## src/rtl/alu_ctrl_unit.sv

```systemverilog
// ALU control stage: DP/MUL decode, ARM condition evaluation, CPSR flag ownership.
// Define ALU_FLAG_FWD_EN to forward same-cycle committed flags into condition evaluation.
module alu_ctrl_unit #(
    parameter int unsigned ALU_OP_W = 4,
    parameter int unsigned MUL_LAT  = 3
) (
    input  logic                clk,
    input  logic                reset,
    input  logic                i_valid,
    output logic                o_ready,
    input  logic [3:0]          i_OpCode,
    input  logic [3:0]          i_Cond,
    input  logic                i_IfDP,
    input  logic                i_IfMul,
    input  logic                i_Set_Condition,
    output logic                o_valid,
    input  logic                i_ready,
    output logic [ALU_OP_W-1:0] o_ALU_OpCode,
    output logic                o_CondPass,
    output logic                o_WriteBack,
    input  logic [3:0]          i_ALU_Flags,
    output logic [3:0]          o_CPSR,
    output logic                o_Busy
);

    localparam logic [3:0] AluAdd   = 4'd0;
    localparam logic [3:0] AluSub   = 4'd1;
    localparam logic [3:0] AluAnd   = 4'd2;
    localparam logic [3:0] AluOrr   = 4'd3;
    localparam logic [3:0] AluEor   = 4'd4;
    localparam logic [3:0] AluNot   = 4'd5;
    localparam logic [3:0] AluPassB = 4'd7;
    localparam logic [3:0] AluRsb   = 4'd8;
    localparam logic [3:0] AluAdc   = 4'd9;
    localparam logic [3:0] AluSbc   = 4'd10;
    localparam logic [3:0] AluBic   = 4'd11;
    localparam logic [3:0] AluMul   = 4'd12;

    localparam bit          MulMultiCycle = (MUL_LAT > 1);
    localparam int unsigned CNT_W         = (MUL_LAT > 2) ? $clog2(MUL_LAT - 1) : 1;
    localparam int unsigned CNT_INIT      = (MUL_LAT > 1) ? (MUL_LAT - 2) : 0;

    typedef enum logic [1:0] {StIdle, StMulW, StHold} state_e;

    state_e              state_q, state_d;
    logic [CNT_W-1:0]    cnt_q, cnt_d;
    logic [ALU_OP_W-1:0] opcode_q;
    logic                pass_q;
    logic                wb_q;
    logic                flag_wr_q;
    logic [3:0]          cpsr_q;

    logic [3:0] alu_code;
    logic       is_cmp;
    logic       cond_pass;
    logic [3:0] cond_flags;
    logic       commit;
    logic       accept;
    logic       mul_wait;

    function automatic logic cond_holds(input logic [3:0] cond, input logic [3:0] nzcv);
        logic n, z, c, v;
        {n, z, c, v} = nzcv;
        unique case (cond)
            4'b0000: cond_holds = z;
            4'b0001: cond_holds = !z;
            4'b0010: cond_holds = c;
            4'b0011: cond_holds = !c;
            4'b0100: cond_holds = n;
            4'b0101: cond_holds = !n;
            4'b0110: cond_holds = v;
            4'b0111: cond_holds = !v;
            4'b1000: cond_holds = c & !z;
            4'b1001: cond_holds = !c | z;
            4'b1010: cond_holds = (n == v);
            4'b1011: cond_holds = (n != v);
            4'b1100: cond_holds = !z & (n == v);
            4'b1101: cond_holds = z | (n != v);
            default: cond_holds = 1'b1;
        endcase
    endfunction

    always_comb begin
        alu_code = AluAdd;
        is_cmp   = 1'b0;
        if (i_IfMul) begin
            alu_code = AluMul;
        end else if (i_IfDP) begin
            is_cmp = (i_OpCode[3:2] == 2'b10);
            unique case (i_OpCode)
                4'b0000: alu_code = AluAnd;
                4'b0001: alu_code = AluEor;
                4'b0010: alu_code = AluSub;
                4'b0011: alu_code = AluRsb;
                4'b0100: alu_code = AluAdd;
                4'b0101: alu_code = AluAdc;
                4'b0110: alu_code = AluSbc;
                4'b0111: alu_code = AluRsb;
                4'b1000: alu_code = AluAnd;
                4'b1001: alu_code = AluEor;
                4'b1010: alu_code = AluSub;
                4'b1011: alu_code = AluAdd;
                4'b1100: alu_code = AluOrr;
                4'b1101: alu_code = AluPassB;
                4'b1110: alu_code = AluBic;
                default: alu_code = AluNot;
            endcase
        end
    end

    assign commit = (state_q == StHold) & i_ready & flag_wr_q;

`ifdef ALU_FLAG_FWD_EN
    assign cond_flags = commit ? i_ALU_Flags : cpsr_q;
    assign o_ready    = (state_q == StIdle) | ((state_q == StHold) & i_ready);
`else
    // Without forwarding, hold off the next op until the flag setter has committed.
    assign cond_flags = cpsr_q;
    assign o_ready    = (state_q == StIdle) | ((state_q == StHold) & i_ready & !flag_wr_q);
`endif

    assign cond_pass = cond_holds(i_Cond, cond_flags);
    assign accept    = i_valid & o_ready;
    assign mul_wait  = MulMultiCycle & i_IfMul & cond_pass;

    always_comb begin
        state_d = state_q;
        cnt_d   = cnt_q;
        unique case (state_q)
            StIdle: begin
                if (accept) begin
                    state_d = mul_wait ? StMulW : StHold;
                    cnt_d   = CNT_W'(CNT_INIT);
                end
            end
            StMulW: begin
                if (cnt_q == '0) begin
                    state_d = StHold;
                end else begin
                    cnt_d = cnt_q - CNT_W'(1);
                end
            end
            StHold: begin
                if (i_ready) begin
                    if (accept) begin
                        state_d = mul_wait ? StMulW : StHold;
                        cnt_d   = CNT_W'(CNT_INIT);
                    end else begin
                        state_d = StIdle;
                    end
                end
            end
            default: state_d = StIdle;
        endcase
    end

    always_ff @(posedge clk or negedge reset) begin
        if (!reset) begin
            state_q   <= StIdle;
            cnt_q     <= '0;
            opcode_q  <= '0;
            pass_q    <= 1'b0;
            wb_q      <= 1'b0;
            flag_wr_q <= 1'b0;
            cpsr_q    <= 4'b0000;
        end else begin
            state_q <= state_d;
            cnt_q   <= cnt_d;
            if (accept) begin
                opcode_q  <= ALU_OP_W'(alu_code);
                pass_q    <= cond_pass;
                wb_q      <= cond_pass & !is_cmp;
                flag_wr_q <= cond_pass & (i_Set_Condition | is_cmp);
            end
            if (commit) begin
                cpsr_q <= i_ALU_Flags;
            end
        end
    end

    assign o_valid      = (state_q == StHold);
    assign o_Busy       = (state_q == StMulW);
    assign o_ALU_OpCode = opcode_q;
    assign o_CondPass   = pass_q;
    assign o_WriteBack  = wb_q;
    assign o_CPSR       = cpsr_q;

endmodule

```

## config.mk

```make
export PLATFORM = sky130hd
export DESIGN_NAME = alu_ctrl_unit
export DESIGN_NICKNAME = d
export VERILOG_FILES = /design/src/rtl/alu_ctrl_unit.sv
export SDC_FILE = /design/constraint.sdc
export NUM_CORES = 1
export LEC_CHECK = 0
export BUFFER_PORTS_ARGS = -buffer_cell sky130_fd_sc_hd__buf_2
export CAP_MARGIN = 15
export CORE_UTILIZATION = 47
export DETAILED_ROUTE_END_ITERATION = 6
export PLACE_DENSITY_LB_ADDON = 0.1
export REMOVE_ABC_BUFFERS = 1
export SLEW_MARGIN = 20
export SYNTH_ARGS = -nofsm -noshare
export SYNTH_HDL_FRONTEND = slang
export SYNTH_SLANG_ARGS = --single-unit
export TNS_END_PERCENT = 30
```

## constraint.sdc

```tcl
create_clock -name clk -period 2.1 [get_ports clk]
set_clock_uncertainty 0.05 [all_clocks]
set_input_delay 0 -clock clk [delete_from_list [all_inputs] [get_ports clk]]
set_output_delay 0 -clock clk [all_outputs]
set_load 0.02 [all_outputs]
```

* Word level (Yosys, flattened, before mapping) *
Memories as Yosys holds them, arrays and structs flattened.
Index checks and enable logic that the tools add are counted.

word-level totals
  word-level logic and storage cells = 69
  output and inout port bits = 13
  bits of input ports = 19
  memories = 1
  register bits = 14
  ROM bits = 64

memory list
  memory            words  bits a word  rd ports  clocked after Yosys merged registers in  write ports  line  RTL
  (name not given)  16     4            1         0                                        0            90    unique case (i_OpCode)

cells by class
  add/sub/neg operators = 1
  eq/ne operators = 21
  reductions and logical operators = 11
  bitwise operators = 13
  mux-type cells = 15

operators with widths
  operator               number
  $eq A4 B4 Y1 const B   6
  $eq A4 B3 Y1 const B   4
  $pmux W1 S14           1
  $mux W2                5
  $and A1 B1 Y1          9
  $eq A4 B2 Y1 const B   2
  $mux W4                2
  $logic_not A1 Y1       6
  $pmux W2 S3            1
  $mux W1                5
  $eq A2 B2 Y1 const B   2
  $eq A4 B1 Y1 const B   1
  $logic_not A4 Y1       1
  $ne A2 B2 Y1 const B   2
  $or A1 B1 Y1           4
  $pmux W1 S3            1
  $reduce_and A3 Y1      1
  $reduce_bool A3 Y1     1
  $eq A2 B1 Y1 const B   1
  $logic_not A2 Y1       1
  $ne A2 B1 Y1 const B   1
  $reduce_and A2 Y1      1
  $eq A1 B1 Y1           1
  $ne A1 B1 Y1           1
  $sub A1 B1 Y1 const B  1

* Longest topological paths before layout *
Gate-level depths: netlist of run 1.

  depth after elaboration = 8
  depth in mapped cells = 6
  depth with buffers taken out = 5

* Least setup slack after synthesis of run 1 *
No wires, ideal clock.

  kind = reg-to-reg
  start = register flag_wr_q
  end = register wb_q, in the netlist o_WriteBack
  path buffers = 1
  required time = 1,929 ps
  setup time = 121 ps
  data arrival time = 1,562 ps
  setup slack = 367 ps
  cell stages (with the launch flop) = 6
  period minus slack after synthesis = 1,733 ps
  cell sequence = dfrtp_1 > nand2b_1 > a21oi_1 > nand2_1 > clkbuf_1 > a22o_1

between the ends
  cells in the longest elaborated chain, start to end = 4

RTL lines
  what                    line  RTL
  start, declared         50    logic flag_wr_q;
  start signal, assigned  173   flag_wr_q <= cond_pass & (i_Set_Condition | is_cmp);
  $logic_not A1 Y1        119   assign o_ready = (state_q == StIdle) | ((state_q == StHold) & i_ready & !flag_wr_q);
  $and A1 B1 Y1           119
  $or A1 B1 Y1            119
  via o_ready             10    output logic o_ready,
  $and A1 B1 Y1           123   assign accept = i_valid & o_ready;
  end signal, assigned    172   wb_q <= cond_pass & !is_cmp;
  end, declared           49    logic wb_q;

The timed path passes the listed nets, and every way through them passes these cells.
A chain may end at the register's enable or synchronous reset.

* Worst setup path after layout of run 1 *
  start = register cpsr_q[3], in the netlist o_CPSR[3]
  end = register state_q[1]

between the ends
  cells in the longest elaborated chain, start to end = 8
  elaborated cells on any way between the ends = 12
  classes of those cells = eq/ne (2); mux (6); bitwise (3); reduce/logical (1)

RTL lines
  what                                                  line      RTL
  start, declared                                       51        logic [3:0] cpsr_q;
  start signal, assigned                                176       cpsr_q <= i_ALU_Flags;
  $ne A1 B1 Y1 / $eq A1 B1 Y1 (equally long branches)   --
  $or A1 B1 Y1 / $and A1 B1 Y1 (equally long branches)  78, 77
  $pmux W1 S14 (*)                                      64        unique case (cond)
  $and A1 B1 Y1 (*)                                     124       assign mul_wait = MulMultiCycle & i_IfMul & cond_pass;
  $mux W2 (*)                                           132, 146
  $mux W2                                               145       if (accept) begin
  $mux W2                                               144       if (i_ready) begin
  $pmux W2 S3 (*)                                       129       unique case (state_q)
  end signal, assigned                                  159       state_q <= StIdle;
  end signal, assigned                                  167       state_q <= state_d;
  end, declared                                         45        state_e state_q, state_d;

Every way passes the cells marked *; elsewhere a longest branch is shown, timed or not. The select of a mux whose other input is x is not followed.

==> flow_summary.ini, run 1 <==
[sta]
relSlewSlack = 0.693
final_hold_viol_count = 0
rsz0062_at_grt = false
setup-violations-final = 0
fmax_mhz = 592
finalSetupTns_ns = 0
slew_violations = 0
worst_pin_slew_ns = 0.459
period_minus_slack_ns = 1.69
post-route-period-util = 0.805

[clocking]
cts_tree = yes
cts_buffers = 3
clkTransAtPathRegs_ns = 0.09
cts_buffer_depth = 2
root_buffer = clkbuf_4
h-tree-depth = 1
clock_latency_ns = 0.28
cts.repair.resized = 0
cts_sinks = 14
hold_buffers = 8
postCtsSetupRepairBufs = 0

[logic_synthesis]
synth.avg_cell_area_um2 = 9.28
ys_seq_area_frac = 0.429
yosysMostFrequentCell = dfrtp_1
synth_cell_types = 29
syn_area_um2 = 817
syn_inst = 88
synth-main-ff-cell = dfrtp_1
async_reset_ff_frac = 1.00
synth_common_cells = 14 x dfrtp_1, 10 x nand2_1, 9 x o21ai_0
synth_edf_count = 0
synthTopCellsByArea = dfrtp_1 43%, o21ai_0 5.5%, mux2_2 5.5%, nand2_1 4.6%, nor2b_1 4.6%
yosysTopAreaCell = dfrtp_1
synth_seq_cells = 14
synth_top_area_frac = 0.429
yosysWarnings = 0

[place]
dp_hpwl_um = 1310
gp_congestion = 0.774
io_buffers = 31
place_inst = 133

[global_route]
grt_pass1_wl_um = 3170
track_usage = 0.226
grt_max_degree = 15
antenna_found_initial = 0
grt_overflow_total = 0
grt_pass1_vias = 724

[layout]
antenna_cells = 0
final_nets = 149
drive_above_1_share = 0.310
syn_to_final_growth_pct = 34.8
layout.cells.non_filler = 145

[floorplanning]
die_area_mm2 = 0.00191
start_util = 0.524
die_w_um = 43.7
rows = 14
io_pins = 32
die_height_um = 43.7
core_mm2 = 0.00156

[power_and_ir_drop]
pwr-share-seq = 0.356
power_frac_comb = 0.508
p_int_uw = 805
p_sw_frac = 0.429
power.density_mw_per_mm2 = 1280
p_sw_uw = 604
p_leak_nw = 0.544
pwr-share-clk = 0.136
vdd_ir_drop_max_mv = 0.643

[setup_path]
crit_end = state_q[1]
rrSetupSlack_ns = 0.41
end_kind = register
r2r_end = state_q[1]
r2r_cells = 5
critPathLaunchType = register
worstPathArrival_ns = 1.80
path_class = register to register
critPathLaunch = o_CPSR[3]
crit_required_ns = 2.21
worstPathMaxFanout = 5
r2r_start = o_CPSR[3]

[route]
dr.first_iter.drc_count = 11
postRouteAntennaNets = 0
vias = 786
vias_per_cell = 5.42
dr.pass1.iters = 6
wire_per_inst_um = 13.0
drc = 2
drt-total-wl_um = 1890

[outcome]
status = finished, violations left
violations = design-rule violations

[min_path]
hp-class = input pin to register

[run]
maxCapViolCount = 0
## flip-flops by register name, summed over array words and instances, names as in the netlist
register / count
o_ALU_OpCode: 4
o_CPSR: 4
state_q: 2
cnt_q: 1
flag_wr_q: 1
o_CondPass: 1
o_WriteBack: 1
## worst max-delay path, cell delays in order (launching register included)
cell	delay [ns]
dfrtp_1	0.43
xnor2_1	0.25
a31oi_1	0.13
xor2_1	0.16
o311ai_2	0.40
o21ai_0	0.15
## power groups by stage
stage | sequential (mW) | combinational [mW] | clock (mW)
2_1_floorplan | 0.595 | 0.386 | 0
3_3_place_gp | 0.497 | 0.688 | 0
3_5_place_dp | 0.502 | 0.700 | 0
4_1_cts | 0.497 | 0.713 | 0.196
5_1_grt | 0.518 | 0.775 | 0.210
6_report | 0.502 | 0.716 | 0.191
## worst min-delay path by stage
stage	from	depth (start not counted)	to	slack [ns]
2_1_floorplan	reset	0	cnt_q	-0.35
3_3_place_gp	reset	1	o_CPSR[3]	-0.14
3_5_place_dp	reset	1	state_q[1]	-0.13
4_1_cts	i_OpCode[1]	3	o_ALU_OpCode[1]	0.009
5_1_grt	i_Set_Condition	4	flag_wr_q	0.04
6_report	i_OpCode[1]	3	o_ALU_OpCode[1]	0.02
## final cells by class
type,count,area [um2]
clock buffer,4,36.3
fill,132,458
inverter,6,22.5
multi-input combinational,66,437
sequential,14,350
tap,16,20.0
timing repair buffer,39,235
## kinds of logic (layout without fill, tap and decap cells)
family	count (synthesis)	count (layout)	share of synthesized area
xor+xnor	4	4	0.0429
simple gates	29	29	0.176
buf+inv	8	49	0.0368
compound gates	27	27	0.234
mux	6	6	0.0812
flops	14	14	0.429
## layout by cell type (no fill, tap or decap), types with 3 or more instances in the layout
cell / instances
a22o_1: 3
buf_2: 31
clkbuf_4: 3
dfrtp_1: 14
dlygate4sd3_1: 8
inv_1: 6
mux2_2: 4
nand2_1: 10
nand2b_1: 3
nor2_1: 5
nor2b_1: 6
o21ai_0: 9
## metal layers
metal | up-vias | GRT usage | wire (um)
met5 | - | 0 | 0
met4 | 0 | 0.0813 | 32
met3 | 4 | 0.0417 | 96
met2 | 23 | 0.385 | 920
met1 | 360 | 0.284 | 840
li1 | 399 | - | -
## stage by stage
step / worst slack [ns] / cell area, um2 / hold slack [ns] / utilization / total power [mW]
6_report: 0.410 / 1100 / 0.0163 / 0.706 / 1.41
5_1_grt: 0.245 / 1100 / 0.0400 / 0.706 / 1.50
4_1_cts: 0.413 / 1100 / 0.00929 / 0.706 / 1.41
3_5_place_dp: 0.415 / 985 / -0.135 / 0.632 / 1.20
3_3_place_gp: 0.469 / 985 / -0.140 / 0.632 / 1.18
2_1_floorplan: 0.321 / 810 / -0.346 / - / 0.981
Note: power is estimated with default switching activity, not from simulation.
==> run 2, diff against run 1 <==
CORE_UTILIZATION = 42   (was 47)
clock period = 1.5 ns   (was 2.1 ns; I/O delays follow)
==> run 2 against run 1 <==
Effect of this change:
- routed wire length rose by 3.0%
- sequential cell count stayed put
- register-to-register slack worse by 0.58 ns
- via count grew 3.1%
- maximum frequency up 1.3%
- total power is 48% higher
- the flow finishes with violations (negative hold slack, negative setup slack)
- sequential share of layout area down 1.5 points
- utilization fell by 5.9 points
- final area increased by 4.9%
- global-route usage decreased by 3.3 points
- clock power rose by 6%
- largest cell class unchanged
- final cell count increased by 9.0%
- critical path type unchanged
==> flow_summary.ini, run 2 (synthesis results as in run 1) <==
[floorplanning]
start_util = 0.458
die_area_mm2 = 0.00213
core_mm2 = 0.00178
rows = 15
die_w_um = 46.1
die_height_um = 46.1
io_pins = 32

[sta]
hold_ws_ns = -0.00974
post-route-period-util = 1.11
worst_pin_slew_ns = 0.369
relSlewSlack = 0.751
setup_slack_ns = -0.169
fmax_mhz = 599
slew_violations = 0
rsz0062_at_grt = true
setup-violations-final = 5
final_hold_viol_count = 1
finalSetupTns_ns = -0.766
period_minus_slack_ns = 1.67

[layout]
fillCellCount = 163
final_nets = 154
antenna_cells = 0
layout.cells.non_filler = 158
drive_above_1_share = 0.368
layout_commonest_cell = buf_2
final_area_mm2 = 0.00115
seq_area_um2 = 350
multiInputGateArea_um2 = 460
syn_to_final_growth_pct = 41.3
final_cell_mix = 31 x buf_2, 14 x dfrtp_1, 9 x nand2_1, 9 x o21ai_0, 7 x buf_4
final_core_util = 0.648

[setup_path]
worstPathArrival_ns = 1.83
end_kind = register
cp.depth = 5
slowest_stage = dfrtp_1
r2r_cells = 5
crit_required_ns = 1.66
path_class = register to register
worstPathCellList = or3b_1, a21o_1, a31o_1, o311ai_4, mux2_4
cp_top_family = compound AO/OA/AOI/OAI gates
cpPeakStageDelay_ns = 0.41
worstPathMaxFanout = 5
crit_buf_inv = 0
critPathLaunchType = register

[route]
dr.first_iter.drc_count = 21
dr.pass1.iters = 4
vias_per_cell = 5.13
wire_per_inst_um = 12.3
vias = 810
postRouteAntennaNets = 0
drc = 0
drt-total-wl_um = 1950

[clocking]
root_buffer = clkbuf_4
cts_buffer_depth = 2
cts_buffers = 3
cts_sinks = 14
h-tree-depth = 1
clock_latency_ns = 0.27
cts_tree = yes
clkTransAtPathRegs_ns = 0.08

[place]
io_buffers = 31
dp_hpwl_um = 1380
place_inst = 149
place_area_mm2 = 0.00105
dp_slack_ns = -0.163
gp_congestion = 0.790

[power_and_ir_drop]
p_leak_nw = 0.577
vdd_ir_drop_max_mv = 0.914
power.density_mw_per_mm2 = 1800
power_mw = 2.08

[min_path]
hp-class = input pin to register
hold_depth = 3

[global_route]
grt_overflow_total = 0
antenna_found_initial = 0
grt_pass1_vias = 730
grt_max_degree = 15
track_usage = 0.192
grt_pass1_wl_um = 2880

[outcome]
violations = negative hold slack, negative setup slack
status = finished, violations left

[run]
maxCapViolCount = 0
## run 2: where the power goes
group	internal (mW)	leakage, nW	total (mW)	switching (mW)
sequential	0.551	0.172	0.684	0.133
combinational	0.563	0.391	1.20	0.633
clock	0.0928	0.0138	0.202	0.109
total	1.21	0.577	2.08	0.876
## run 2: final timing paths
kind                                 start         endpoint  slack (ns)
max in group asynchronous            reset       state_q[1]        1.05
min in group asynchronous            reset        o_CPSR[3]        0.11
max                              o_CPSR[3]       o_CondPass       -0.17
max reg2reg                      o_CPSR[3]       o_CondPass       -0.17
min                                i_valid            cnt_q       -0.01
min reg2reg                o_ALU_OpCode[2]  o_ALU_OpCode[2]        0.44
## run 2: layer usage
layer | track usage | part of all wire
met1 | 0.232 | 0.44
met2 | 0.327 | 0.51
met3 | 0.0353 | 0.043
met4 | 0.0941 | 0.0067
met5 | 0 | 0
## run 2: layout make-up
type                       instances  share of cell area
clock buffer                       3              0.0195
inverter                           6              0.0195
multi-input combinational         66               0.399
sequential                        14               0.303
tap                               25              0.0271
timing repair buffer              44               0.232
## run 2: tightest hold or removal path: cells and delay by family
kind	cells	cell delay [ns]
and+or+nand+nor	1	0.08
buffers and inverters	1	0.10
AOI/OAI and AO/OA	1	0.09
## run 2: timing repair
item | 4_1_cts | 5_1_grt
gates resized for setup | 1 | 3
endpoints found under the hold margin | 19 | 0
setup endpoints to repair | 5 | 8
gates cloned | 0 | 0
pin swaps | 4 | 6
buffers inserted | 1 | 0
hold buffers | 6 | 0
==> run 3, diff against run 2 <==
HOLD_SLACK_MARGIN = 0.03   (was default)
==> run 3 against run 2 <==
Effect of this change:
- count of clock-buffer cells in the layout unchanged
- the flow finishes with violations (negative setup slack)
- largest cell class unchanged
- register-to-register slack about the same
- combinational power about the same
- sequential power about the same
- sequential cell count unchanged
- critical path depth unchanged
- worst setup slack better by 0.00076 ns
- worst hold slack better by 0.068 ns
- global-route usage up 0.82 points
- total power up 0.67%
- first-iteration DRC count unchanged
- non-clock buffer count up 5
==> flow_summary.ini, run 3 (synthesis results as in run 1) <==
[outcome]
status = finished, violations left
violations = negative setup slack

[place]
place_inst = 149
io_buffers = 31
gp_congestion = 0.790
dp_hpwl_um = 1380

[power_and_ir_drop]
power_frac_comb = 0.578
pwr-share-clk = 0.096
p_sw_uw = 880
vdd_ir_drop_max_mv = 0.907
p_sw_frac = 0.420
p_leak_nw = 0.598
power.density_mw_per_mm2 = 1740
power_mw = 2.10
pwr-share-seq = 0.327
p_int_mw = 1.22

[route]
drt-total-wl_um = 1980
dr.first_iter.drc_count = 21
drc = 0
dr.pass1.iters = 4
vias = 831
vias_per_cell = 5.10
wire_per_inst_um = 12.2
postRouteAntennaNets = 0

[setup_path]
worstPathCellList = or3b_1, a21o_1, a31o_1, o311ai_4, mux2_4
crit_required_ns = 1.66
critPathLaunchType = register
cpPeakStageDelay_ns = 0.41
crit_buf_inv = 0
cp.depth = 5
worstPathArrival_ns = 1.83
cp_top_family = compound AO/OA/AOI/OAI gates
worstPathMaxFanout = 5
end_kind = register
path_class = register to register
r2r_cells = 5
slowest_stage = dfrtp_1

[floorplanning]
die_height_um = 46.1
io_pins = 32
die_w_um = 46.1
rows = 15
die_area_mm2 = 0.00213
core_mm2 = 0.00178
start_util = 0.458

[sta]
worst_pin_slew_ns = 0.391
slew_violations = 0
setup_slack_ns = -0.168
post-route-period-util = 1.11
period_minus_slack_ns = 1.67
relSlewSlack = 0.737
final_hold_viol_count = 0
setup-violations-final = 5
rsz0062_at_grt = true
fmax_mhz = 599

[clocking]
cts_buffers = 3
cts_buffer_depth = 2
h-tree-depth = 1
cts_tree = yes
root_buffer = clkbuf_4
cts_sinks = 14
clkTransAtPathRegs_ns = 0.08
clock_latency_ns = 0.27

[layout]
final_nets = 159
layout_commonest_cell = buf_2
layout.cells.non_filler = 163
syn_to_final_growth_pct = 47.5
final_cell_mix = 31 x buf_2, 14 x dfrtp_1, 11 x dlygate4sd3_1, 9 x nand2_1
antenna_cells = 0
drive_above_1_share = 0.355
final_core_util = 0.676

[global_route]
grt_pass1_vias = 768
grt_pass1_wl_um = 3020
grt_max_degree = 15
antenna_found_initial = 0
grt_overflow_total = 0
track_usage = 0.201

[min_path]
hold_depth = 4
hp-class = input pin to register

[run]
maxCapViolCount = 0
==> run 3: power by group through the flow <==
| stage | Clock, mW | Combinational [mW] | Sequential [mW] |
|---|---|---|---|
| finish | 0.200 | 1.21 | 0.685 |
| global route | 0.228 | 1.31 | 0.707 |
| CTS | 0.211 | 1.16 | 0.682 |
| detailed placement | 0 | 1.11 | 0.685 |
| global placement | 0 | 1.09 | 0.682 |
| floorplan | 0 | 0.541 | 0.833 |
==> run 3: timing repair <==
action,in CTS,in global routing
endpoints found under the setup margin,5,10
hold buffers,10,1
gates resized for setup,1,5
pin swaps,4,6
buffers inserted,1,0
hold endpoints to repair,22,1
==> run 3: routing by layer <==
metal,track usage,vias up,wire (um)
li1,-,417,-
met1,0.239,380,854
met2,0.346,30,1030
met3,0.0353,4,81
met4,0.0941,0,15
met5,0,-,0
==> run 3: area by class of cell <==
cell class,count,area [um2]
inverter,6,22.5
fill,158,578
sequential,14,350
timing repair buffer,49,318
clock buffer,3,22.5
multi-input combinational,66,460
tap,25,31.3
==> run 3: metrics by stage <==
| stage | cell area, um2 | TNS, ns | hold WS [ns] | worst slack [ns] |
|---|---|---|---|---|
| after floorplan | 810 | -1.46 | -0.346 | -0.279 |
| after global placement | 1050 | -0.589 | -0.136 | -0.139 |
| after detailed placement | 1050 | -0.583 | -0.134 | -0.163 |
| after CTS | 1180 | -0.572 | 0.0359 | -0.143 |
| after global routing | 1200 | -1.04 | 0.0656 | -0.199 |
| final | 1200 | -0.764 | 0.0579 | -0.168 |
==> run 3: final timing paths <==
path                            startpoint         endpoint  slack, ns
hold / removal             i_Set_Condition        flag_wr_q       0.06
setup / recovery                 o_CPSR[3]       o_CondPass      -0.17
setup reg to reg                 o_CPSR[3]       o_CondPass      -0.17
min in group asynchronous            reset        o_CPSR[3]       0.11
hold reg to reg            o_ALU_OpCode[1]  o_ALU_OpCode[1]       0.44
max in group asynchronous            reset        flag_wr_q       1.05
==> run 3: worst min-delay path: stages <==
cell and delay, ns:
buf_2 0.08, nor2_1 0.03, nor2_1 0.09, a22o_1 0.14
